## config.mk

```make
export PLATFORM = sky130hd
export DESIGN_NAME = gmii_tx_fcs_ctrl_flat
export DESIGN_NICKNAME = d
export VERILOG_FILES = /design/src/rtl/gmii_tx_fcs_ctrl_if.sv /design/src/rtl/gmii_tx_fcs_ctrl.sv /design/src/flat_wrapper.sv
export SDC_FILE = /design/constraint.sdc
export NUM_CORES = 1
export LEC_CHECK = 0
export CAP_MARGIN = 20
export CORE_MARGIN = 4
export CORE_UTILIZATION = 44
export DETAILED_ROUTE_END_ITERATION = 8
export HOLD_SLACK_MARGIN = 0.06
export RECOVER_POWER = 25
export SYNTH_ARGS = -nofsm -noshare
export SYNTH_HDL_FRONTEND = slang
export SYNTH_SLANG_ARGS = --single-unit
```

## constraint.sdc

```tcl
create_clock -name clk -period 2.5 [get_ports clk]
set_input_delay 0.5 -clock clk [delete_from_list [all_inputs] [get_ports clk]]
set_output_delay 0.5 -clock clk [all_outputs]
set_load 0.05 [all_outputs]
```

## src/rtl/gmii_tx_fcs_ctrl_if.sv

```systemverilog
// Byte-stream input and GMII output bundle for the TX frame sequencer.
// Handshake: a byte transfers on a rising clk edge where s_valid && s_ready are both high;
// the source holds s_data/s_last stable while s_valid is high and the byte is not yet taken.
interface gmii_tx_fcs_ctrl_if;
  logic [7:0] s_data;
  logic       s_valid;
  logic       s_last;
  logic       s_ready;
  logic [7:0] gmii_txd;
  logic       gmii_tx_en;
  logic       gmii_tx_er;
  logic       frame_done;
  logic       underrun;

  modport master (output s_data, s_valid, s_last,
                  input  s_ready, gmii_txd, gmii_tx_en, gmii_tx_er, frame_done, underrun);
  modport slave  (input  s_data, s_valid, s_last,
                  output s_ready, gmii_txd, gmii_tx_en, gmii_tx_er, frame_done, underrun);
endinterface

```

## src/rtl/gmii_tx_fcs_ctrl.sv

```systemverilog
// GMII TX frame sequencer: preamble/SFD, payload, zero pad, CRC-32 FCS, inter-frame gap,
// and underrun abort. All GMII outputs and s_ready are registered.
module gmii_tx_fcs_ctrl #(
  parameter int MIN_FRAME    = 60,
  parameter int PREAMBLE_LEN = 7,
  parameter int IFG_CYCLES   = 12
) (
  input  logic              clk,
  input  logic              reset_p,
  gmii_tx_fcs_ctrl_if.slave bus,
  output logic [2:0]        dbg_state
);
  typedef enum logic [2:0] {
    S_IDLE, S_PRE, S_DATA, S_PAD, S_FCS, S_DROP, S_IFG
  } state_t;

  localparam logic [10:0] CNT_MAX  = 11'd2047;
  localparam logic [11:0] MIN_LEN  = 12'(MIN_FRAME);
  localparam logic [15:0] PRE_LEN  = 16'(PREAMBLE_LEN);
  localparam logic [15:0] IFG_LEN  = 16'(IFG_CYCLES);
  localparam logic [31:0] CRC_POLY = 32'hEDB88320;

  state_t      state;
  logic [31:0] crc;
  logic [10:0] byte_cnt;
  logic [15:0] cnt;
  logic [10:0] byte_cnt_inc;
  logic [31:0] crc_data;
  logic [31:0] crc_pad;
  logic [31:0] fcs;

  function automatic logic [31:0] crc_step(input logic [31:0] c, input logic [7:0] d);
    logic [31:0] r;
    r = c ^ {24'h0, d};
    for (int i = 0; i < 8; i++) r = r[0] ? ((r >> 1) ^ CRC_POLY) : (r >> 1);
    return r;
  endfunction

  always_comb begin
    byte_cnt_inc = (byte_cnt == CNT_MAX) ? byte_cnt : byte_cnt + 11'd1;
    crc_data     = crc_step(crc, bus.s_data);
    crc_pad      = crc_step(crc, 8'h00);
    fcs          = ~crc;
  end

  assign dbg_state = state;

  always_ff @(posedge clk or posedge reset_p) begin
    if (reset_p) begin
      state          <= S_IDLE;
      crc            <= '1;
      byte_cnt       <= '0;
      cnt            <= '0;
      bus.s_ready    <= 1'b0;
      bus.gmii_txd   <= 8'h00;
      bus.gmii_tx_en <= 1'b0;
      bus.gmii_tx_er <= 1'b0;
      bus.frame_done <= 1'b0;
      bus.underrun   <= 1'b0;
    end else begin
      bus.gmii_tx_er <= 1'b0;
      bus.frame_done <= 1'b0;
      bus.underrun   <= 1'b0;
      case (state)
        S_IDLE: begin
          bus.s_ready    <= 1'b0;
          bus.gmii_txd   <= 8'h00;
          bus.gmii_tx_en <= 1'b0;
          if (bus.s_valid) begin
            state          <= S_PRE;
            crc            <= '1;
            byte_cnt       <= '0;
            cnt            <= 16'd1;
            bus.gmii_txd   <= 8'h55;
            bus.gmii_tx_en <= 1'b1;
          end
        end
        // s_ready goes up together with the SFD so the first byte lands right after it
        S_PRE: begin
          if (cnt < PRE_LEN) begin
            bus.gmii_txd <= 8'h55;
            cnt          <= cnt + 16'd1;
          end else begin
            bus.gmii_txd <= 8'hD5;
            bus.s_ready  <= 1'b1;
            state        <= S_DATA;
          end
        end
        S_DATA: begin
          if (bus.s_valid) begin
            bus.gmii_txd <= bus.s_data;
            crc          <= crc_data;
            byte_cnt     <= byte_cnt_inc;
            if (bus.s_last) begin
              bus.s_ready <= 1'b0;
              cnt         <= '0;
              state       <= ({1'b0, byte_cnt_inc} < MIN_LEN) ? S_PAD : S_FCS;
            end
          end else begin
            bus.gmii_txd   <= 8'h00;
            bus.gmii_tx_er <= 1'b1;
            bus.underrun   <= 1'b1;
            state          <= S_DROP;
          end
        end
        S_PAD: begin
          bus.gmii_txd <= 8'h00;
          crc          <= crc_pad;
          byte_cnt     <= byte_cnt_inc;
          if ({1'b0, byte_cnt_inc} >= MIN_LEN) state <= S_FCS;
        end
        S_FCS: begin
          case (cnt[1:0])
            2'd0:    bus.gmii_txd <= fcs[7:0];
            2'd1:    bus.gmii_txd <= fcs[15:8];
            2'd2:    bus.gmii_txd <= fcs[23:16];
            default: bus.gmii_txd <= fcs[31:24];
          endcase
          if (cnt[1:0] == 2'd3) begin
            bus.frame_done <= 1'b1;
            cnt            <= '0;
            state          <= S_IFG;
          end else begin
            cnt <= cnt + 16'd1;
          end
        end
        S_DROP: begin
          bus.gmii_tx_en <= 1'b0;
          bus.gmii_txd   <= 8'h00;
          if (bus.s_valid && bus.s_last) begin
            bus.s_ready <= 1'b0;
            cnt         <= '0;
            state       <= S_IFG;
          end
        end
        // first IFG cycle still shows the last byte, so count one extra before IDLE
        S_IFG: begin
          bus.gmii_tx_en <= 1'b0;
          bus.gmii_txd   <= 8'h00;
          bus.s_ready    <= 1'b0;
          if (cnt >= IFG_LEN) state <= S_IDLE;
          else                cnt   <= cnt + 16'd1;
        end
        default: state <= S_IDLE;
      endcase
    end
  end
endmodule

```

## src/flat_wrapper.sv

```systemverilog
// flat-port wrapper written by rule: the top's interface ports become plain ports
module gmii_tx_fcs_ctrl_flat 
#(
  parameter int MIN_FRAME    = 60,
  parameter int PREAMBLE_LEN = 7,
  parameter int IFG_CYCLES   = 12
)
  (clk, reset_p, dbg_state, bus_s_data, bus_s_valid, bus_s_last, bus_s_ready, bus_gmii_txd, bus_gmii_tx_en, bus_gmii_tx_er, bus_frame_done, bus_underrun);
  gmii_tx_fcs_ctrl_if bus_i ();
  input  logic clk;
  input  logic reset_p;
  output logic [2:0] dbg_state;
  input wire logic [$bits(bus_i.s_data)-1:0] bus_s_data;
  input wire logic [$bits(bus_i.s_valid)-1:0] bus_s_valid;
  input wire logic [$bits(bus_i.s_last)-1:0] bus_s_last;
  output wire logic [$bits(bus_i.s_ready)-1:0] bus_s_ready;
  output wire logic [$bits(bus_i.gmii_txd)-1:0] bus_gmii_txd;
  output wire logic [$bits(bus_i.gmii_tx_en)-1:0] bus_gmii_tx_en;
  output wire logic [$bits(bus_i.gmii_tx_er)-1:0] bus_gmii_tx_er;
  output wire logic [$bits(bus_i.frame_done)-1:0] bus_frame_done;
  output wire logic [$bits(bus_i.underrun)-1:0] bus_underrun;
  assign bus_i.s_data = bus_s_data;
  assign bus_i.s_valid = bus_s_valid;
  assign bus_i.s_last = bus_s_last;
  assign bus_s_ready = bus_i.s_ready;
  assign bus_gmii_txd = bus_i.gmii_txd;
  assign bus_gmii_tx_en = bus_i.gmii_tx_en;
  assign bus_gmii_tx_er = bus_i.gmii_tx_er;
  assign bus_frame_done = bus_i.frame_done;
  assign bus_underrun = bus_i.underrun;
  gmii_tx_fcs_ctrl #(.MIN_FRAME(MIN_FRAME), .PREAMBLE_LEN(PREAMBLE_LEN), .IFG_CYCLES(IFG_CYCLES)) u_core (.clk(clk), .reset_p(reset_p), .bus(bus_i), .dbg_state(dbg_state));
endmodule
```

== After elaboration in Yosys (flattened, before gate mapping) ==
Index checks and enable logic that the tools add are counted.

* Register bits: 74
* Bits of input ports: 12
* Output and inout bits: 16

* Add/sub/neg operators: 2
* $lt $le $gt $ge: 4
* Eq/ne operators: 21
* Mux-type cells: 57
* Bitwise operators: 18
* Reduce and logical (&&, ||, !) cells: 15

{| class="wikitable"
|+ Operators by type and width
! kind !! count
|-
| two-way mux 32 bit || 18
|-
| NOT 13 -> 14 bit || 16
|-
| two-way mux 16 bit || 7
|-
| case mux 16 bit (6 select lines) || 1
|-
| case mux 32 bit (3 select lines) || 1
|-
| case mux 8 bit (5 select lines) || 1
|-
| two-way mux 11 bit || 3
|-
| case mux 11 bit (3 select lines) || 1
|-
| NOT 32 bit || 1
|-
| bitwise XOR 32 x 8 -> 32 bit || 1
|-
| two-way mux 3 bit || 9
|-
| case mux 8 bit (3 select lines) || 1
|-
| case mux 3 bit (7 select lines) || 1
|-
| adder 16 x 1 -> 16 bit (second input constant) || 1
|-
| greater-or-equal comparator 16 x 4 -> 1 bit (second input constant) || 1
|-
| less-than comparator 16 x 3 -> 1 bit (second input constant) || 1
|-
| two-way mux 8 bit || 2
|-
| AND reduction 7 bit || 2
|-
| adder 11 x 1 -> 11 bit (second input constant) || 1
|-
| equality test 11 bit (second input constant) || 1
|-
| greater-or-equal comparator 11 x 6 -> 1 bit (second input constant) || 1
|-
| less-than comparator 11 x 6 -> 1 bit (second input constant) || 1
|-
| inequality test 2 x 1 -> 1 bit (second input constant) || 5
|-
| inequality test 2 bit (second input constant) || 5
|-
| 22 further kinds || 35
|}

== Depth between registers and ports, before layout ==
Gate-level depths: netlist of run 1.

* Depth after elaboration: 19
* Mapped depth: 9
* Mapped depth without buffers: 8

== Worst setup path after synthesis of run 1 ==
Ideal clock, no wire load.

* Path kind: reg2reg
* From: register u_core.state[0], in the netlist u_core.dbg_state[0]
* To: register u_core.cnt[11]
* Arrival: 2,241 ps
* Data required time: 2,347 ps
* Setup slack: 107 ps
* Stages on the path, launching flop included: 7
* Period minus slack after synthesis: 2,393 ps
* Cells stage by stage: dfrtp_1 -> clkbuf_1 -> clkbuf_1 -> clkbuf_1 -> a21oi_1 -> a211oi_1 -> nor2_1

* Longest elaborated chain between the ends: 3

{| class="wikitable"
|+ Ends and longest elaborated chain
! item !! RTL line !! text
|-
| start: declaration || gmii_tx_fcs_ctrl.sv:23 || <nowiki>state_t state;</nowiki>
|-
| start signal: assignment || gmii_tx_fcs_ctrl.sv:97 || <nowiki>state <= ({1'b0, byte_cnt_inc} < MIN_LEN) ? S_PAD : S_FCS;</nowiki>
|-
| equality test 3 x 1 -> 1 bit (tied with other cells) || gmii_tx_fcs_ctrl.sv:64 || <nowiki>case (state)</nowiki>
|-
| nonzero test 6 bit (no line) (tied with other cells) || -- ||
|-
| AND reduction 7 bit (no line) || -- ||
|-
| end signal: assignment || gmii_tx_fcs_ctrl.sv:82 || <nowiki>cnt <= cnt + 16'd1;</nowiki>
|-
| end signal: assignment || gmii_tx_fcs_ctrl.sv:124 || <nowiki>cnt <= cnt + 16'd1;</nowiki>
|-
| end signal: assignment || gmii_tx_fcs_ctrl.sv:142 || <nowiki>else cnt <= cnt + 16'd1;</nowiki>
|-
| end: declaration || gmii_tx_fcs_ctrl.sv:26 || <nowiki>logic [15:0] cnt;</nowiki>
|}

Parallel ways exist; a longest one is shown, timed or not.
A chain may end at the register's enable or synchronous reset.

== Worst setup path in the final report of run 1 ==
* From: input bus_s_data[1]
* To: register u_core.crc[24]

* Longest elaborated chain between the ends: 15

{| class="wikitable"
|+ Ends and longest elaborated chain
! item !! RTL line !! text
|-
| start: declaration || flat_wrapper.sv:13 || <nowiki>input wire logic [$bits(bus_i.s_data)-1:0] bus_s_data;</nowiki>
|-
| bitwise XOR 32 x 8 -> 32 bit * || gmii_tx_fcs_ctrl.sv:34 || <nowiki>r = c ^ {24'h0, d};</nowiki>
|-
| two-way mux 32 bit * (2 in series) || gmii_tx_fcs_ctrl.sv:35 || <nowiki>for (int i = 0; i < 8; i++) r = r[0] ? ((r >> 1) ^ CRC_POLY) : (r >> 1);</nowiki>
|-
| NOT 13 -> 14 bit (no line) || -- ||
|-
| two-way mux 32 bit * (2 in series) || gmii_tx_fcs_ctrl.sv:35 ||
|-
| NOT 13 -> 14 bit (no line) || -- ||
|-
| two-way mux 32 bit * || gmii_tx_fcs_ctrl.sv:35 ||
|-
| NOT 13 -> 14 bit (no line) || -- ||
|-
| two-way mux 32 bit * (2 in series) || gmii_tx_fcs_ctrl.sv:35 ||
|-
| NOT 13 -> 14 bit (no line) || -- ||
|-
| two-way mux 32 bit * || gmii_tx_fcs_ctrl.sv:35 ||
|-
| two-way mux 32 bit * || gmii_tx_fcs_ctrl.sv:90 || <nowiki>if (bus.s_valid) begin</nowiki>
|-
| case mux 32 bit (3 select lines) * || gmii_tx_fcs_ctrl.sv:64 ||
|-
| end signal: assignment || gmii_tx_fcs_ctrl.sv:92 || <nowiki>crc <= crc_data;</nowiki>
|-
| end signal: assignment || gmii_tx_fcs_ctrl.sv:108 || <nowiki>crc <= crc_pad;</nowiki>
|-
| end: declaration || gmii_tx_fcs_ctrl.sv:24 || <nowiki>logic [31:0] crc;</nowiki>
|}

Every way passes the cells marked *; elsewhere a longest branch is shown, timed or not. The select of a mux whose other input is x is not followed.

==> impl_metrics.csv, run 1 <==
group,metric,value,unit
outcome,status,"finished with violations",
outcome,failed_checks,"max-capacitance violations, max-slew violations",
floorplan,fp.dieArea,14100,um2
logic_synthesis,synth.top_cell.area_share,0.195,
setup_path,path_buf_inv,2,
logic_synthesis,synth_top_cells_by_count,"xnor2_1, nor2_1, a21oi_1",
logic_synthesis,yosysTopAreaCell,"dfrtp_1",
place,gp_congestion,1.01,
clocking,cts_buffer_depth,2,
timing,tightest_slew,1.63,ns
routing,ant_nets,0,
hold_path,hold_class,"register to register",
logic_synthesis,synth-seq-area-share,0.352,
hold_path,holdPathEnd,"u_core.bus.gmii_txd[0]$_DFFE_PP0P_",
global_route,grt_pass1_vias,4628,
routing,dr.first_iter.drc_count,446,
logic_synthesis,synth_edf_count,0,
floorplan,core_area,12000,um2
clocking,clkTransAtPathRegs,0.06,ns
floorplan,initial_core_util,0.448,
logic_synthesis,avgSynthCellArea,8.68,um2
global_route,antenna_found_initial,0,
floorplan,pin_count,28,
clocking,cts_buffers,9,
clocking,cts_setup_buffers,0,
timing,fmax,438,MHz
setup_path,r2r_start,"u_core.crc[1]$_DFFE_PP1P_",
logic_synthesis,synth_area,5380,um2
global_route,grt_pass1_wl,25000,um
place,hpwl,11500,um
routing,drc,0,
clocking,htree_num_levels,3,
logic_synthesis,ys_types,60,
setup_path,crit_chain,"clkdlybuf4s50_1 -> buf_4 -> xnor2_2 -> xor2_2 -> xor2_1 -> xnor2_1 -> a221oi_1 -> nor2_1",
setup_path,cp-start-kind,"primary input",
layout,final_nets,697,
routing,drt_wl_total,15500,um
job,drv_cap,1,
logic_synthesis,synth_cells,620,
place,dpl_cell_area,6120,um2
layout,drive_above_1_share,0.184,
global_route,grtUsageTotal,0.224,
timing,whs,0.514,ns
setup_path,crit_type,"primary input to register",
setup_path,r2r_cells,7,
timing,fin_crit,2.28,ns
setup_path,path_delay_family,"XOR/XNOR gates",
global_route,grt_max_degree,75,
logic_synthesis,synth_most_common_cell,"xnor2_1",
hold_path,hold_start,"u_core.bus.gmii_txd[0]$_DFFE_PP0P_",
setup_path,rrSetupSlack,0.26,ns
clocking,cts.sink_count,74,
setup_path,cp_data_arrival_time,2.55,ns
place,io_buffer_count,27,
floorplan,die_h,119,um
routing,viasPerCell,5.72,
timing,rsz0062_at_grt,"no",
timing,hold_viol_final,0,
setup_path,worstReg2RegEnd,"u_core.crc[19]$_DFFE_PP1P_",
setup_path,cp-startpoint,"bus_s_data[1]",
logic_synthesis,async_flop_share,1.00,
setup_path,worst_ep_required_time,2.77,ns
clocking,root_buffer,"clkbuf_16",
floorplan,fp.dieW,119,um
logic_synthesis,synth_flop_cell,"dfrtp_1",
logic_synthesis,synth_warnings,0,
setup_path,endpoint_kind,"register",
layout,layoutNonFillerInstCount,831,
timing,setup_viol,0,
timing,finClkSkew,0.00431,ns
logic_synthesis,synth-seq-cells,74,
logic_synthesis,syn_nets,638,
setup_path,cp_max_fo,3,
global_route,overflow,0,
routing,firstDrtPassIters,5,
timing,finalCritPeriodShare,0.914,
place,placed_cells,815,
timing,slew_headroom,-0.0898,
routing,vias,4753,
logic_synthesis,ys_top_cells_by_area,"dfrtp_1, dfstp_2, xnor2_1",
setup_path,cpPeakStageDelay,0.47,ns
hold_path,holdPathStages,1,
routing,drt-wirelength-per-cell,18.7,um
floorplan,row_count,40,
layout,fin_area,6420,um2
timing,drv_slew,75,
clocking,clk-insertion-delay-late,0.35,ns
setup_path,cp_slowest_cell,"clkdlybuf4s50_1",
layout,diodes,0,
clocking,cts_tree,"built",
layout,area_growth,19.4,%
kinds of logic (layout without fill, tap and decap cells):
group / Yosys count / in the layout / synth area share
and+or+nand+nor: 188 / 188 / 0.163
AOI/OAI and AO/OA: 142 / 142 / 0.171
buffers and inverters: 72 / 136 / 0.0572
adders and majority gates: 7 / 7 / 0.0158
xor gates and xnor gates: 137 / 137 / 0.241
DFF: 74 / 74 / 0.352
metrics by stage:
stage | TNS [ns] | utilization | setup WS, ns
2_1_floorplan | 0 | - | 0.107
3_5_place_dp | -0.541 | 0.510 | -0.145
3_3_place_gp | -0.374 | 0.510 | -0.130
6_report | 0 | 0.535 | 0.215
5_1_grt | 0 | 0.535 | 0.0462
4_1_cts | 0 | 0.535 | 0.213
layer usage:
metal / GRT usage / vias to the layer above / share of wire / wire, um
li1: - / 2250 / - / -
met1: 0.313 / 2298 / 0.45 / 7040
met2: 0.336 / 165 / 0.45 / 6920
met3: 0.0526 / 40 / 0.072 / 1110
met4: 0.0891 / 0 / 0.028 / 434
met5: 0 / - / 0 / 0
registers in the layout, indices dropped and copies added, names as in the netlist:
register,count
u_core.bus.gmii_txd,8
u_core.dbg_state,3
u_core.crc,32
u_core.cnt,16
u_core.bus.frame_done,1
u_core.bus.s_ready,1
u_core.bus.gmii_tx_er,1
u_core.byte_cnt,11
u_core.bus.gmii_tx_en,1
worst max-delay path by stage:
stage	to	slack [ns]	cells after the start
global placement	u_core.crc[24]$_DFFE_PP1P_	-0.13	8
detailed placement	u_core.crc[24]$_DFFE_PP1P_	-0.15	8
finish	u_core.crc[24]$_DFFE_PP1P_	0.22	8
global route	u_core.dbg_state[2]$_DFFE_PP0P_	0.05	7
floorplan	u_core.cnt[11]$_DFFE_PP0P_	0.11	6
CTS	u_core.cnt[9]$_DFFE_PP0P_	0.21	6
cells in the final DEF (no fill, tap or decap), types with 16 or more instances in the layout:
master,n
nand3_1,19
a21oi_1,46
nand2_1,37
nor2_1,79
dfrtp_1,42
xnor2_1,92
xor2_1,37
o21ai_0,29
buf_4,61
clkdlybuf4s50_1,24
a221oi_1,16
inv_1,32
dfstp_2,32
area by class of cell:
type                            instances  area [um2]
Tap cell                              147         184
Timing Repair Buffer                   87         723
Clock buffer                           10         239
Fill cell                            1119        5590
Multi-Input combinational cell        474        3200
Inverter                               33         124
Clock inverter                          6        65.1
Sequential cell                        74        1890
what timing repair did:
action / CTS / global route
resized for setup: 0 / 2
endpoints found under the setup margin: 0 / 3
hold buffers: 0 / 0
Power of run 1 is not shown: default switching activity piles up to over one toggle a cycle in this logic, so the estimate is an artifact.
==> inputs of run 2 (changes only) <==
--- a/config.mk
+++ b/config.mk
@@ -6,7 +6,6 @@
 export NUM_CORES = 1
 export LEC_CHECK = 0
 export CAP_MARGIN = 20
-export CORE_MARGIN = 4
 export CORE_UTILIZATION = 44
 export DETAILED_ROUTE_END_ITERATION = 8
 export HOLD_SLACK_MARGIN = 0.06
==> constraint.sdc (replaced) <==
create_clock -name clk -period 2.5 [get_ports clk]
set_input_delay 0.375 -clock clk [delete_from_list [all_inputs] [get_ports clk]]
set_output_delay 0.375 -clock clk [all_outputs]
set_load 0.05 [all_outputs]
==> run 2 against run 1 <==
  * The run now ends clean
  * Global-route usage up 2.7 points
  * Via count down 2.2%
  * Maximum frequency is 1.4% lower
  * Critical path depth down 1
  * Register-to-register slack worse by 0.08 ns
  * First-iteration DRC count fell by 33%
  * Clock-buffer cell count stayed put
  * Clock skew rose by 0.0012 ns
  * Die area fell by 9.9%
==> impl_metrics.csv, run 2 (synthesis gave the netlist of run 1 again) <==
group,metric,value,unit
timing,finalCritPeriodShare,0.927,
layout,final_common_cell,"xnor2_1",
clocking,clkTransAtPathRegs,0.06,ns
setup_path,cp_data_arrival_time,2.54,ns
layout,layout_common_cells,"xnor2_1, nor2_1, buf_4",
timing,tightest_slew,1.31,ns
global_route,grt_max_degree,45,
clocking,cts_setup_buffers,0,
timing,tns,0,ns
place,io_buffer_count,27,
floorplan,row_count,40,
clocking,clk-insertion-delay-late,0.34,ns
layout,fin_util,0.534,
clocking,cts_tree,"built",
place,hpwl,11300,um
hold_path,hold_class,"primary input to async pin",
global_route,grtUsageTotal,0.251,
clocking,postCtsHoldBufs,0,
clocking,cts_buffer_depth,2,
timing,setup_viol,0,
outcome,status,"finished, final reports clean",
layout,largest_reg_flops,32,
routing,vias,4648,
layout,final_nets,691,
routing,firstDrtPassIters,5,
floorplan,pin_count,28,
routing,drc,0,
timing,finClkSkew,0.00553,ns
setup_path,crit_type,"register to register",
timing,drv_slew,0,
layout,drive_above_1_share,0.168,
floorplan,core_area,12000,um2
setup_path,endpoint_kind,"register",
floorplan,fp.dieW,113,um
place,placed_cells,809,
floorplan,fp.dieArea,12700,um2
global_route,grt_pass1_wl,24600,um
timing,rsz0062_at_grt,"no",
timing,hold_viol_final,0,
layout,diodes,0,
layout,top_register,"u_core.crc",
clocking,cts.sink_count,74,
job,drv_cap,0,
setup_path,rrSetupSlack,0.18,ns
layout,layoutNonFillerInstCount,825,
routing,drt_wl_total,15100,um
timing,fmax,431,MHz
layout,area_growth,18.7,%
clocking,htree_num_levels,3,
timing,fin_crit,2.32,ns
floorplan,die_h,113,um
routing,viasPerCell,5.63,
place,gp_congestion,0.992,
setup_path,r2r_cells,7,
routing,dr.first_iter.drc_count,301,
clocking,cts-resized-gates,0,
timing,whs,0.403,ns
routing,drt-wirelength-per-cell,18.3,um
timing,slew_headroom,0.125,
clocking,root_buffer,"clkbuf_16",
setup_path,cp_max_fo,8,
global_route,antenna_found_initial,0,
clocking,cts_buffers,9,
global_route,overflow,0,
setup_path,cp-start-kind,"register",
setup_path,worst_ep_required_time,2.73,ns
floorplan,initial_core_util,0.450,
global_route,grt_pass1_vias,4522,
layout,largest_registers,"u_core.crc: 32 flops, u_core.cnt: 16 flops, u_core.byte_cnt: 11 flops",
routing,ant_nets,0,
## run 2: stage by stage
step                worst slack [ns]  cell area, um2
CTS                            0.197            6420
detailed placement           -0.0112            6110
global route                  0.0243            6390
floorplan                      0.107            5380
finish                         0.182            6390
global placement              0.0315            6110
## run 2: path summary, 6_finish.rpt
path,startpoint,endpoint
worst max-delay path,u_core.byte_cnt[0]$_DFFE_PP0P_,u_core.dbg_state[2]$_DFFE_PP0P_
worst min-delay path,reset_p,u_core.byte_cnt[4]$_DFFE_PP0P_
worst max register to register,u_core.byte_cnt[0]$_DFFE_PP0P_,u_core.dbg_state[2]$_DFFE_PP0P_
worst min register to register,u_core.bus.gmii_txd[0]$_DFFE_PP0P_,u_core.bus.gmii_txd[0]$_DFFE_PP0P_
max in group asynchronous,reset_p,u_core.byte_cnt[8]$_DFFE_PP0P_
min in group clk,u_core.bus.gmii_txd[0]$_DFFE_PP0P_,u_core.bus.gmii_txd[0]$_DFFE_PP0P_
## run 2: area by class of cell
| class | instances | area (um2) |
|---|---|---|
| inverter | 33 | 124 |
| multi-input combinational | 474 | 3180 |
| clock buffer | 10 | 229 |
| timing repair buffer | 81 | 692 |
| fill | 1067 | 5580 |
| tap | 147 | 184 |
| sequential | 74 | 1890 |
| clock inverter | 6 | 82.6 |
## run 2: worst max-delay path, stage by stage (launching register included)
cell and delay, ns:
dfrtp_1 0.42, ha_1 0.31, and4_1 0.25, nand4_1 0.32, nand3_1 0.22, xor2_1 0.21, nand3_1 0.20, o211a_1 0.27
## run 2: routing by layer
metal | routed length [um] | up-vias | track usage
met1 | 7080 | 2242 | 0.364
met5 | 0 | - | 0
met3 | 796 | 29 | 0.0297
met4 | 413 | 0 | 0.111
met2 | 6780 | 145 | 0.377
li1 | - | 2232 | -
Power of run 2 is left out for the same reason.
==> inputs of run 3 (changes only) <==
--- a/config.mk
+++ b/config.mk
@@ -6,6 +6,7 @@
 export NUM_CORES = 1
 export LEC_CHECK = 0
 export CAP_MARGIN = 20
+export CORE_ASPECT_RATIO = 0.75
 export CORE_UTILIZATION = 44
 export DETAILED_ROUTE_END_ITERATION = 8
 export HOLD_SLACK_MARGIN = 0.06
==> run 3 against run 2 <==
  * The flow now finishes with violations (max-capacitance violations, max-slew violations)
  * Die area is essentially flat
  * Routed wire length grew 8.3%
  * First-iteration DRC count grew 42%
  * Sequential share of layout area shrank 0.63 points
  * Cell count grew 2.5%
  * Register-to-register slack is essentially flat
  * Sequential cell count is the same
  * Utilization grew 2.2 points
  * Hold slack gained 0.11 ns
  * Via count grew 4.6%
  * Global-route usage grew 2.1 points
  * Worst setup slack lost 0.0026 ns
  * Critical endpoint is now dbg_state[1]
==> impl_metrics.csv, run 3 (synthesis gave the netlist of run 1 again) <==
group,metric,value,unit
timing,tightest_slew,1.70,ns
routing,vias,4863,
floorplan,initial_core_util,0.458,
routing,viasPerCell,5.75,
clocking,cts_buffers,9,
setup_path,path_buf_inv,2,
timing,slew_headroom,-0.137,
layout,largest_registers,"u_core.crc: 32 flops, u_core.cnt: 16 flops, u_core.byte_cnt: 11 flops",
setup_path,rrSetupSlack,0.19,ns
clocking,htree_num_levels,3,
setup_path,worstReg2RegEnd,"u_core.cnt[7]$_DFFE_PP0P_",
layout,layoutNonFillerInstCount,846,
timing,fin_crit,2.32,ns
setup_path,cp_max_fo,17,
routing,firstDrtPassIters,5,
routing,ant_nets,0,
setup_path,cp_data_arrival_time,1.95,ns
layout,final_nets,697,
timing,finClkSkew,0.00674,ns
clocking,postCtsHoldBufs,0,
place,gp_congestion,0.933,
timing,rsz0062_at_grt,"no",
setup_path,cp-startpoint,"u_core.dbg_state[1]$_DFFE_PP0P_",
routing,dr.first_iter.drc_count,426,
clocking,clk-insertion-delay-late,0.34,ns
routing,drc,0,
global_route,overflow,0,
clocking,cts_tree,"built",
timing,tns,0,ns
clocking,cts.sink_count,74,
setup_path,cpPeakStageDelay,0.83,ns
layout,largest_reg_flops,32,
clocking,cts_setup_buffers,0,
global_route,grt_pass1_vias,4698,
layout,fillers,1102,
timing,setup_slack,0.179,ns
global_route,grtUsageTotal,0.273,
job,drv_cap,1,
setup_path,r2r_start,"u_core.cnt[12]$_DFFE_PP0P_",
hold_path,hold_class,"register to register",
global_route,antenna_found_initial,0,
setup_path,cp-start-kind,"register",
global_route,grt_max_degree,75,
global_route,grt_pass1_wl,25900,um
outcome,status,"finished with violations",
place,hpwl,11800,um
timing,setup_viol,0,
place,placed_cells,830,
timing,finalCritPeriodShare,0.928,
place,io_buffer_count,27,
setup_path,crit_chain,"buf_4 -> clkdlybuf4s50_1",
layout,top_register,"u_core.crc",
setup_path,worst_ep_required_time,2.12,ns
layout,area_growth,21.3,%
layout,drive_above_1_share,0.177,
clocking,cts-resized-gates,0,
floorplan,fp.dieW,130,um
layout,final_common_cell,"xnor2_1",
floorplan,core_area,11700,um2
layout,diodes,0,
timing,drv_slew,75,
clocking,clkTransAtPathRegs,0.06,ns
setup_path,endpoint_kind,"output pin",
setup_path,crit_type,"register to output pin",
floorplan,die_h,97.8,um
outcome,failed_checks,"max-capacitance violations, max-slew violations",
clocking,root_buffer,"clkbuf_16",
setup_path,cp_slowest_cell,"clkdlybuf4s50_1",
floorplan,pin_count,28,
floorplan,fp.dieArea,12700,um2
setup_path,r2r_cells,6,
routing,drt-wirelength-per-cell,19.3,um
timing,fmax,431,MHz
place,post-place-ws,0.0170,ns
setup_path,cp.depth,2,
layout,layout_common_cells,"xnor2_1, nor2_1, buf_4",
routing,drt_wl_total,16300,um
timing,hold_viol_final,0,
clocking,cts_buffer_depth,2,
setup_path,path_delay_family,"buffers and inverters",
setup_path,crit_end,"dbg_state[1]",
floorplan,row_count,34,
-- run 3: area by class of cell --
class                   count  area (um2)  area share
clock inverters             6         115      0.0176
repair buffers             87         778       0.119
well taps                 162         203      0.0311
multi-input cells         474        3180       0.488
inverters                  33         124      0.0190
flip-flops and latches     74        1890       0.290
clock buffers              10         229      0.0351
-- run 3: metrics by stage --
| step | area [um2] | hold WS [ns] | utilization |
|---|---|---|---|
| floorplan | 5380 | 0.470 | - |
| global placement | 6190 | 0.503 | 0.528 |
| detailed placement | 6190 | 0.504 | 0.528 |
| CTS | 6540 | 0.481 | 0.557 |
| global route | 6520 | 0.540 | 0.556 |
| finish | 6520 | 0.516 | 0.556 |
-- run 3: worst register-to-register path, stage by stage (launching register included) --
cell and delay, ns:
dfrtp_1 0.42, nor4_1 0.50, nand4_1 0.17, and2_0 0.31, or4_1 0.58, xor2_1 0.16, nor2_1 0.06
-- run 3: how the worst min path moves through the flow --
stage                                            start                                 end  slack (ns)  cells past startpoint
finish                       u_core.crc[8]$_DFFE_PP1P_           u_core.crc[8]$_DFFE_PP1P_        0.52                      2
CTS                                            reset_p          u_core.cnt[14]$_DFFE_PP0P_        0.48                      3
floorplan                   u_core.crc[21]$_DFFE_PP1P_          u_core.crc[21]$_DFFE_PP1P_        0.47                      2
detailed placement  u_core.bus.gmii_txd[0]$_DFFE_PP0P_  u_core.bus.gmii_txd[0]$_DFFE_PP0P_        0.50                      1
global route                u_core.crc[21]$_DFFE_PP1P_          u_core.crc[21]$_DFFE_PP1P_        0.54                      2
global placement            u_core.crc[22]$_DFFE_PP1P_          u_core.crc[22]$_DFFE_PP1P_        0.50                      2
-- run 3: layer usage --
metal	wire length [um]	track usage	vias up
li1	-	-	2251
met1	7730	0.409	2390
met5	0	0	-
met4	203	0.0751	0
met2	6950	0.386	201
met3	1430	0.0668	21
Power of run 3 is left out for the same reason.
